`config.mk`:
```
export PLATFORM = sky130hd
export DESIGN_NAME = mem_stage_sram
export DESIGN_NICKNAME = d
export VERILOG_FILES = /design/src/rtl/mem_stage_sram.sv
export SDC_FILE = /design/constraint.sdc
export NUM_CORES = 1
export LEC_CHECK = 0
export CORE_UTILIZATION = 40
export DETAILED_ROUTE_END_ITERATION = 16
export GPL_TIMING_DRIVEN = 0
export HOLD_SLACK_MARGIN = 0.05
export MAX_ROUTING_LAYER = met4
export PLACE_DENSITY = 0.69
export SLEW_MARGIN = 10
export SYNTH_ARGS = -nofsm -noshare
export SYNTH_HDL_FRONTEND = slang
export SYNTH_SLANG_ARGS = --single-unit
```
`constraint.sdc`:
```
create_clock -name clk -period 2.4 [get_ports clk]
set_input_delay 0.48 -clock clk [delete_from_list [all_inputs] [get_ports clk]]
set_output_delay 0.48 -clock clk [all_outputs]
set_load 0.02 [all_outputs]
```
`src/rtl/mem_stage_sram.sv`:
```
// Memory stage: 32-bit LDR/STR against an external 16-bit SRAM, done as two
// half-word accesses with programmable wait states. ready drops while an
// access is in flight so the upstream pipeline freezes.
//
// state | meaning
// IDLE  | waiting for mem_read/mem_write; latches address and store data
// RD_LO | reading low half-word  (sram_addr = {word,0})
// RD_HI | reading high half-word (sram_addr = {word,1})
// WR_LO | writing low half-word  (store[15:0])
// WR_HI | writing high half-word (store[31:16])
// DONE  | one-cycle completion, ready=1, mem_result valid
module mem_stage_sram #(
  parameter int BASE_ADDR   = 1024,
  parameter int SRAM_AW     = 18,
  parameter int WAIT_CYCLES = 2
) (
  input  logic               clk,
  input  logic               rst,
  input  logic               mem_read,
  input  logic               mem_write,
  input  logic [31:0]        alu_res,
  input  logic [31:0]        store_val,
  output logic [31:0]        mem_result,
  output logic               ready,
  output logic [SRAM_AW-1:0] sram_addr,
  input  logic [15:0]        sram_dq_in,
  output logic [15:0]        sram_dq_out,
  output logic               sram_dq_oe,
  output logic               sram_we_n
);

  localparam int WW = SRAM_AW - 1;
  // Wait counter counts down from WAIT_CYCLES-1; zero marks the last cycle of a state.
  localparam logic [3:0] WAIT_LOAD = 4'(WAIT_CYCLES - 1);

  typedef enum logic [2:0] {IDLE, RD_LO, RD_HI, WR_LO, WR_HI, DONE} state_t;

  state_t             state_q, state_d;
  logic [3:0]         cnt_q, cnt_d;
  logic [WW-1:0]      word_q, word_d;
  logic [31:0]        store_q, store_d;
  logic [31:0]        result_q, result_d;
  logic [SRAM_AW-1:0] addr_q, addr_d;
  logic [15:0]        dq_out_q, dq_out_d;
  logic               oe_q, oe_d;
  logic               we_n_q, we_n_d;
  logic               req;

  assign req = mem_read | mem_write;

  // Next-state, wait counter, request capture and read-data sampling.
  always_comb begin
    state_d  = state_q;
    cnt_d    = cnt_q;
    word_d   = word_q;
    store_d  = store_q;
    result_d = result_q;
    case (state_q)
      IDLE: begin
        cnt_d = 4'd0;
        if (req) begin
          // Out-of-range addresses simply wrap inside the SRAM.
          word_d  = WW'((alu_res - 32'(BASE_ADDR)) >> 2);
          store_d = store_val;
          cnt_d   = WAIT_LOAD;
          state_d = mem_write ? WR_LO : RD_LO;
        end
      end
      RD_LO: begin
        if (cnt_q == 4'd0) begin
          result_d[15:0] = sram_dq_in;
          cnt_d          = WAIT_LOAD;
          state_d        = RD_HI;
        end else begin
          cnt_d = cnt_q - 4'd1;
        end
      end
      RD_HI: begin
        if (cnt_q == 4'd0) begin
          result_d[31:16] = sram_dq_in;
          cnt_d           = 4'd0;
          state_d         = DONE;
        end else begin
          cnt_d = cnt_q - 4'd1;
        end
      end
      WR_LO: begin
        if (cnt_q == 4'd0) begin
          cnt_d   = WAIT_LOAD;
          state_d = WR_HI;
        end else begin
          cnt_d = cnt_q - 4'd1;
        end
      end
      WR_HI: begin
        if (cnt_q == 4'd0) begin
          cnt_d   = 4'd0;
          state_d = DONE;
        end else begin
          cnt_d = cnt_q - 4'd1;
        end
      end
      DONE: begin
        cnt_d   = 4'd0;
        state_d = IDLE;
      end
      default: begin
        cnt_d   = 4'd0;
        state_d = IDLE;
      end
    endcase
  end

  // SRAM pin values for the coming cycle, derived from next state so the pins are registered.
  always_comb begin
    addr_d   = '0;
    oe_d     = 1'b0;
    dq_out_d = 16'h0000;
    we_n_d   = 1'b1;
    case (state_d)
      RD_LO: addr_d = {word_d, 1'b0};
      RD_HI: addr_d = {word_d, 1'b1};
      WR_LO: begin
        addr_d   = {word_d, 1'b0};
        oe_d     = 1'b1;
        dq_out_d = store_d[15:0];
        // Release we_n on the last cycle so data is held past the write strobe.
        we_n_d   = (cnt_d == 4'd0);
      end
      WR_HI: begin
        addr_d   = {word_d, 1'b1};
        oe_d     = 1'b1;
        dq_out_d = store_d[31:16];
        we_n_d   = (cnt_d == 4'd0);
      end
      default: ;
    endcase
  end

  // State and output registers with synchronous reset to idle values.
  always_ff @(posedge clk) begin
    if (rst) begin
      state_q  <= IDLE;
      cnt_q    <= 4'd0;
      word_q   <= '0;
      store_q  <= 32'h0;
      result_q <= 32'h0;
      addr_q   <= '0;
      dq_out_q <= 16'h0000;
      oe_q     <= 1'b0;
      we_n_q   <= 1'b1;
    end else begin
      state_q  <= state_d;
      cnt_q    <= cnt_d;
      word_q   <= word_d;
      store_q  <= store_d;
      result_q <= result_d;
      addr_q   <= addr_d;
      dq_out_q <= dq_out_d;
      oe_q     <= oe_d;
      we_n_q   <= we_n_d;
    end
  end

  assign ready       = (state_q == DONE) | ((state_q == IDLE) & ~req);
  assign mem_result  = result_q;
  assign sram_addr   = addr_q;
  assign sram_dq_out = dq_out_q;
  assign sram_dq_oe  = oe_q;
  assign sram_we_n   = we_n_q;

endmodule
```
## Yosys cells after proc, flatten, opt, wreduce, memory -nomap -nowiden

Cells that the tools add are included.

- Register bits after elaboration: 124
- Input port bits: 84
- Output and inout port bits: 69
- Word-level logic and storage cells: 54

- Add/sub/neg operators: 2
- Equality and inequality tests: 9
- Mux-type cells: 17
- Bitwise operators: 5
- Reduce and logical (&&, ||, !) cells: 11

Operators by type and width:

| kind | count |
|---|---|
| 32-bit 2-to-1 mux | 2 |
| 18-bit one-hot mux with 2 select lines | 1 |
| 17-bit 2-to-1 mux | 2 |
| 16-bit one-hot mux with 2 select lines | 1 |
| 19-bit by 11-bit subtractor with 19-bit output (second input constant) | 1 |
| 3-bit by 2-bit == test with 1-bit output (second input constant) | 4 |
| 3-bit 2-to-1 mux | 4 |
| 3-bit one-hot mux with 4 select lines | 1 |
| 4-bit one-hot mux with 3 select lines | 1 |
| 2-bit OR reduction | 6 |
| 3-bit == test (second input constant) | 3 |
| 4-bit zero test | 2 |
| 4-bit 2-to-1 mux | 2 |
| 3-bit by 1-bit == test with 1-bit output (second input constant) | 2 |
| 2-bit AND reduction | 2 |
| 4-bit by 1-bit subtractor with 4-bit output (second input constant) | 1 |
| 3-bit zero test | 1 |
| 1-bit 2-to-1 mux | 2 |
| 2-bit 2-to-1 mux | 1 |
| 1-bit NOT | 2 |
| 1-bit OR | 2 |
| 1-bit bitwise AND | 1 |

## Depth between registers and ports, before layout

- Depth in word-level cells: 7
- Depth in mapped cells: 9
- Gate-level depth less buffers: 7

## Worst setup path after synthesis

No wires, ideal clock.

- Kind: register -> register
- From: reg cnt_q[0]
- To: reg we_n_q (netlist: sram_we_n)
- Library setup time: 0.136 ns
- Data arrival time: 1.776 ns
- Path slack: 0.488 ns
- Cell stages (with the launch flop): 9
- Period minus slack after synthesis: 1.912 ns
- Cell sequence: dfxtp_1 -> inv_1 -> ha_1 -> or3b_4 -> buf_6 -> a31oi_1 -> nor2_1 -> buf_2 -> o221ai_1

- Word-level cells in the longest chain between the ends: 7
- Elaborated cells on any way between the ends: 15
- Classes of those cells: 1 x add/sub; 2 x eq/ne; 7 x mux; 1 x bitwise; 4 x reduce/logical

Ends and longest elaborated chain:

| item | RTL line | text |
|---|---|---|
| from (decl) | 39 | `logic [3:0] cnt_q, cnt_d;` |
| from (signal assigned) | 154 | `cnt_q <= cnt_d;` |
| 4-bit zero test | -- |  |
| 3-bit 2-to-1 mux (on tied branches) | -- |  |
| 3-bit one-hot mux with 4 select lines | 58 | `case (state_q)` |
| 3-bit == test / 3-bit by 2-bit == test with 1-bit output (equally long branches) | 120 | `case (state_d)` |
| 2-bit OR reduction (no source line) | -- |  |
| 1-bit NOT (no source line) | -- |  |
| 2-bit OR reduction (no source line) | -- |  |
| to (signal assigned) | 161 | `we_n_q <= we_n_d;` |
| to (decl) | 46 | `logic we_n_q, we_n_d;` |

Several ways; a longest one is shown, not always the timed one.
A chain may end at the register's enable or synchronous reset.

## Final worst setup path

- From: reg state_q[0]
- To: out ready

- Word-level cells in the longest chain between the ends: 3
- Elaborated cells on any way between the ends: 4
- Classes of those cells: 1 x eq/ne; 2 x bitwise; 1 x reduce/logical

Ends and longest elaborated chain:

| item | RTL line | text |
|---|---|---|
| from (decl) | 38 | `state_t state_q, state_d;` |
| from (signal assigned) | 153 | `state_q <= state_d;` |
| 3-bit zero test | 165 | `assign ready = (state_q == DONE) \| ((state_q == IDLE) & ~req);` |
| 1-bit bitwise AND | 165 |  |
| 1-bit OR (*) | 165 |  |
| to (decl) | 24 | `output logic ready,` |

Every way passes the cells marked *; elsewhere a longest branch is shown, timed or not.

==> flow_summary.yaml <==
die:
  start_util: 0.412
  num_io_pins: 153
  die_w_um: 108
  dieArea_mm2: 0.0116
  die_h_um: 108
  coreArea_mm2: 0.0108
  rows: 38
drt:
  drcViolationCount: 0
  vias: 3928
  ant_nets: 0
  wl_per_cell_um: 14.1
  dr.first_iter.drc_count: 149
  dr.pass1.iters: 4
  drt-vias-per-instance: 4.89
  wirelength_mm: 11.3
critical_path:
  crit_top_cell: "buf_2"
  cp_num_buf_inv: 3
  endpoint: "ready"
  cp_num_cells: 6
  worstSetupPathType: "register to output port"
  worst_ep_arrival_time_ps: 1780
  cp_cell_sequence: "buf_2 -> clkbuf_4 -> nor4_4 -> a21oi_1 -> nor2_1 -> buf_2"
  slowest_delay_ps: 290
  cp-end-kind: "output port"
  path_delay_family: "buffers and inverters"
  cp-startpoint: "state_q[0]$_SDFF_PP0_"
  slowest_stage: "dfxtp_1"
  cp-start-kind: "register"
  r2r_cells: 9
  reg2reg_to: "mem_result[24]$_SDFFE_PP0P_"
  path_max_fanout: 10
  r2r_start: "cnt_q[0]$_SDFF_PP0_"
  required_ps: 1920
  r2r_slack_ps: 150
pwr:
  cellPowerDensity_mw_per_mm2: 1390
  vdd_ir_drop_max_mv: 0.890
  p_leak_uw: 0.00250
sta:
  grt_setup_unrepaired: "false"
  skew_ps: 9.26
  maxSlewViolCount: 0
  worstMarginPinSlew_ps: 603
  slew_headroom: 0.595
  setup_viol: 0
  max_freq_mhz: 442
  layout_min_cycle_time_ps: 2260
  finalCritPeriodShare: 0.943
  setup_ws_ps: 136
  hold_slack_ps: 435
  final-hold-violation-count: 0
status:
  status: "completed"
placed_design:
  placedCellCount: 772
  place_area_mm2: 0.00600
  dp_hpwl_mm: 8.27
  place.gp.congestion: 0.858
  pre_cts_ws_ps: -142
  io_buffers: 136
synthesis:
  netlist.area_leader.share: 0.556
  synthAdderAreaFrac: 0.00840
  synthSimpleGateAreaFrac: 0.198
  synth_compound_area_frac: 0.157
  synthMuxAreaShare: 0.0202
  synth_top_family_by_area: "simple AND/OR/NAND/NOR gates"
  ys_async_sr_fraction: 0
  synthCells: 496
  synthesis.area_mm2: 0.00447
  synth_edf_count: 0
  synth_area_leader_cell: "dfxtp_1"
  syn_area_per_cell_um2: 9.01
  ys_warn_count: 0
  ys_types: 42
  synth_ff_type: "dfxtp_1"
  synth_area_leaders: "dfxtp_1 56%, nand2_1 11%, a21oi_1 8.3%, a22o_1 3.1%, nor2_1 2.3%"
  ys_ff_latch: 124
  synthXorXnorAreaFrac: 0.0196
  synth_fp_nets: 583
  yosysSeqAreaShare: 0.556
flow_run:
  drv_cap: 0
clock_network:
  clkSinkCount: 124
  numCtsBuffers: 17
  cts.path.max_buffers: 2
  cts.clk_slew.worst_paths_ps: 60
  cts_tree: "yes"
  cts_max_level: 4
  root_buffer: "clkbuf_8"
  clk_latency_ps: 500
  cts.hold.buffers_added: 0
cells_and_area:
  final_cells: 803
  diodes: 0
  final_cell_mix: "135 x clkdlybuf4s50_1, 133 x nand2_1, 124 x dfxtp_1, 74 x a21oi_1, 26 x nor2_1"
  fin_nets: 737
  fin_area_mm2: 0.00663
  drive_gt1_frac: 0.0935
  layout_commonest_cell: "clkdlybuf4s50_1"
  syn2layout_area_growth_pct: 48.3
global_routing:
  overflow: 0
  grt_max_degree: 17
  antenna_found_initial: 0
  grt_pass1_vias: 3838
  track_usage: 0.207
  grt_pass1_wl_mm: 18.1
min_path:
  min_path_type: "input pin to register"
[per-layer routing]
metal / vias to the layer above / GRT usage / wire [um]
li1: 1978 / - / -
met1: 1845 / 0.246 / 5000
met2: 95 / 0.340 / 5590
met3: 10 / 0.0581 / 619
met4: 0 / 0.0587 / 96
met5: - / - / 0
[flip-flops by register name, summed over array words and instances (netlist names)]
signal,flops
sram_dq_oe,1
mem_result,32
store_q,32
sram_addr,18
sram_we_n,1
state_q,3
sram_dq_out,16
word_q,17
cnt_q,4
[layout make-up]
class	count	area [um^2]
timing repair buffer	136	1360
buffer	31	169
fill	961	4210
clock inverter	14	183
sequential	124	2480
clock buffer	18	428
tap	140	175
inverter	5	18.8
multi-input combinational	335	1820
[cell families (layout without fill, tap and decap cells)]
family	after synthesis	in the layout
xor gates and xnor gates	10	10
and+or+nand+nor	198	198
adders and majority gates	3	3
buffers and inverters	37	204
AOI/OAI and AO/OA	115	115
DFF	124	124
muxes	9	9
[through the flow]
step,setup TNS (ps),utilization,total power (uW)
floorplan,0,-,5340
global placement,-316,0.554,6600
detailed placement,-315,0.554,6690
CTS,0,0.610,9300
global route,0,0.611,9810
finish,0,0.611,9240
[cell usage after synthesis (all sizes together) (3+ instances only)]
cell type and n:
clkbuf 13, nand2 133, a22o 16, inv 5, xnor2 8, dfxtp 124, nor3b 3, nor3 14
nor2 28, nor2b 7, ha 3, mux2i 9, a211oi 4, o21a 4, nand3b 3, a21oi 74
o21ai 7, buf 19
[power breakdown]
part           total [uW]  internal [uW]  switching (uW)
Clock                2580           1630             950
Combinational        3720           1540            2180
Sequential           2930           2690             238
[how the worst min path moves through the flow]
stage,startpoint,end,cells past startpoint
3_5_place_dp,mem_result[23]$_SDFFE_PP0P_,mem_result[23]$_SDFFE_PP0P_,2
4_1_cts,rst,store_q[23]$_SDFF_PP0_,2
2_1_floorplan,store_q[14]$_SDFF_PP0_,store_q[14]$_SDFF_PP0_,2
5_1_grt,rst,store_q[21]$_SDFF_PP0_,2
3_3_place_gp,mem_result[0]$_SDFFE_PP0P_,mem_result[0]$_SDFFE_PP0P_,2
6_report,rst,store_q[23]$_SDFF_PP0_,2
[what timing repair did]
action | in CTS | in global routing
resized for setup | 7 | 2
setup buffers | 0 | 0
pin swaps | 0 | 0
setup endpoints to repair | 2 | 1
(Power assumes the default switching activity.)
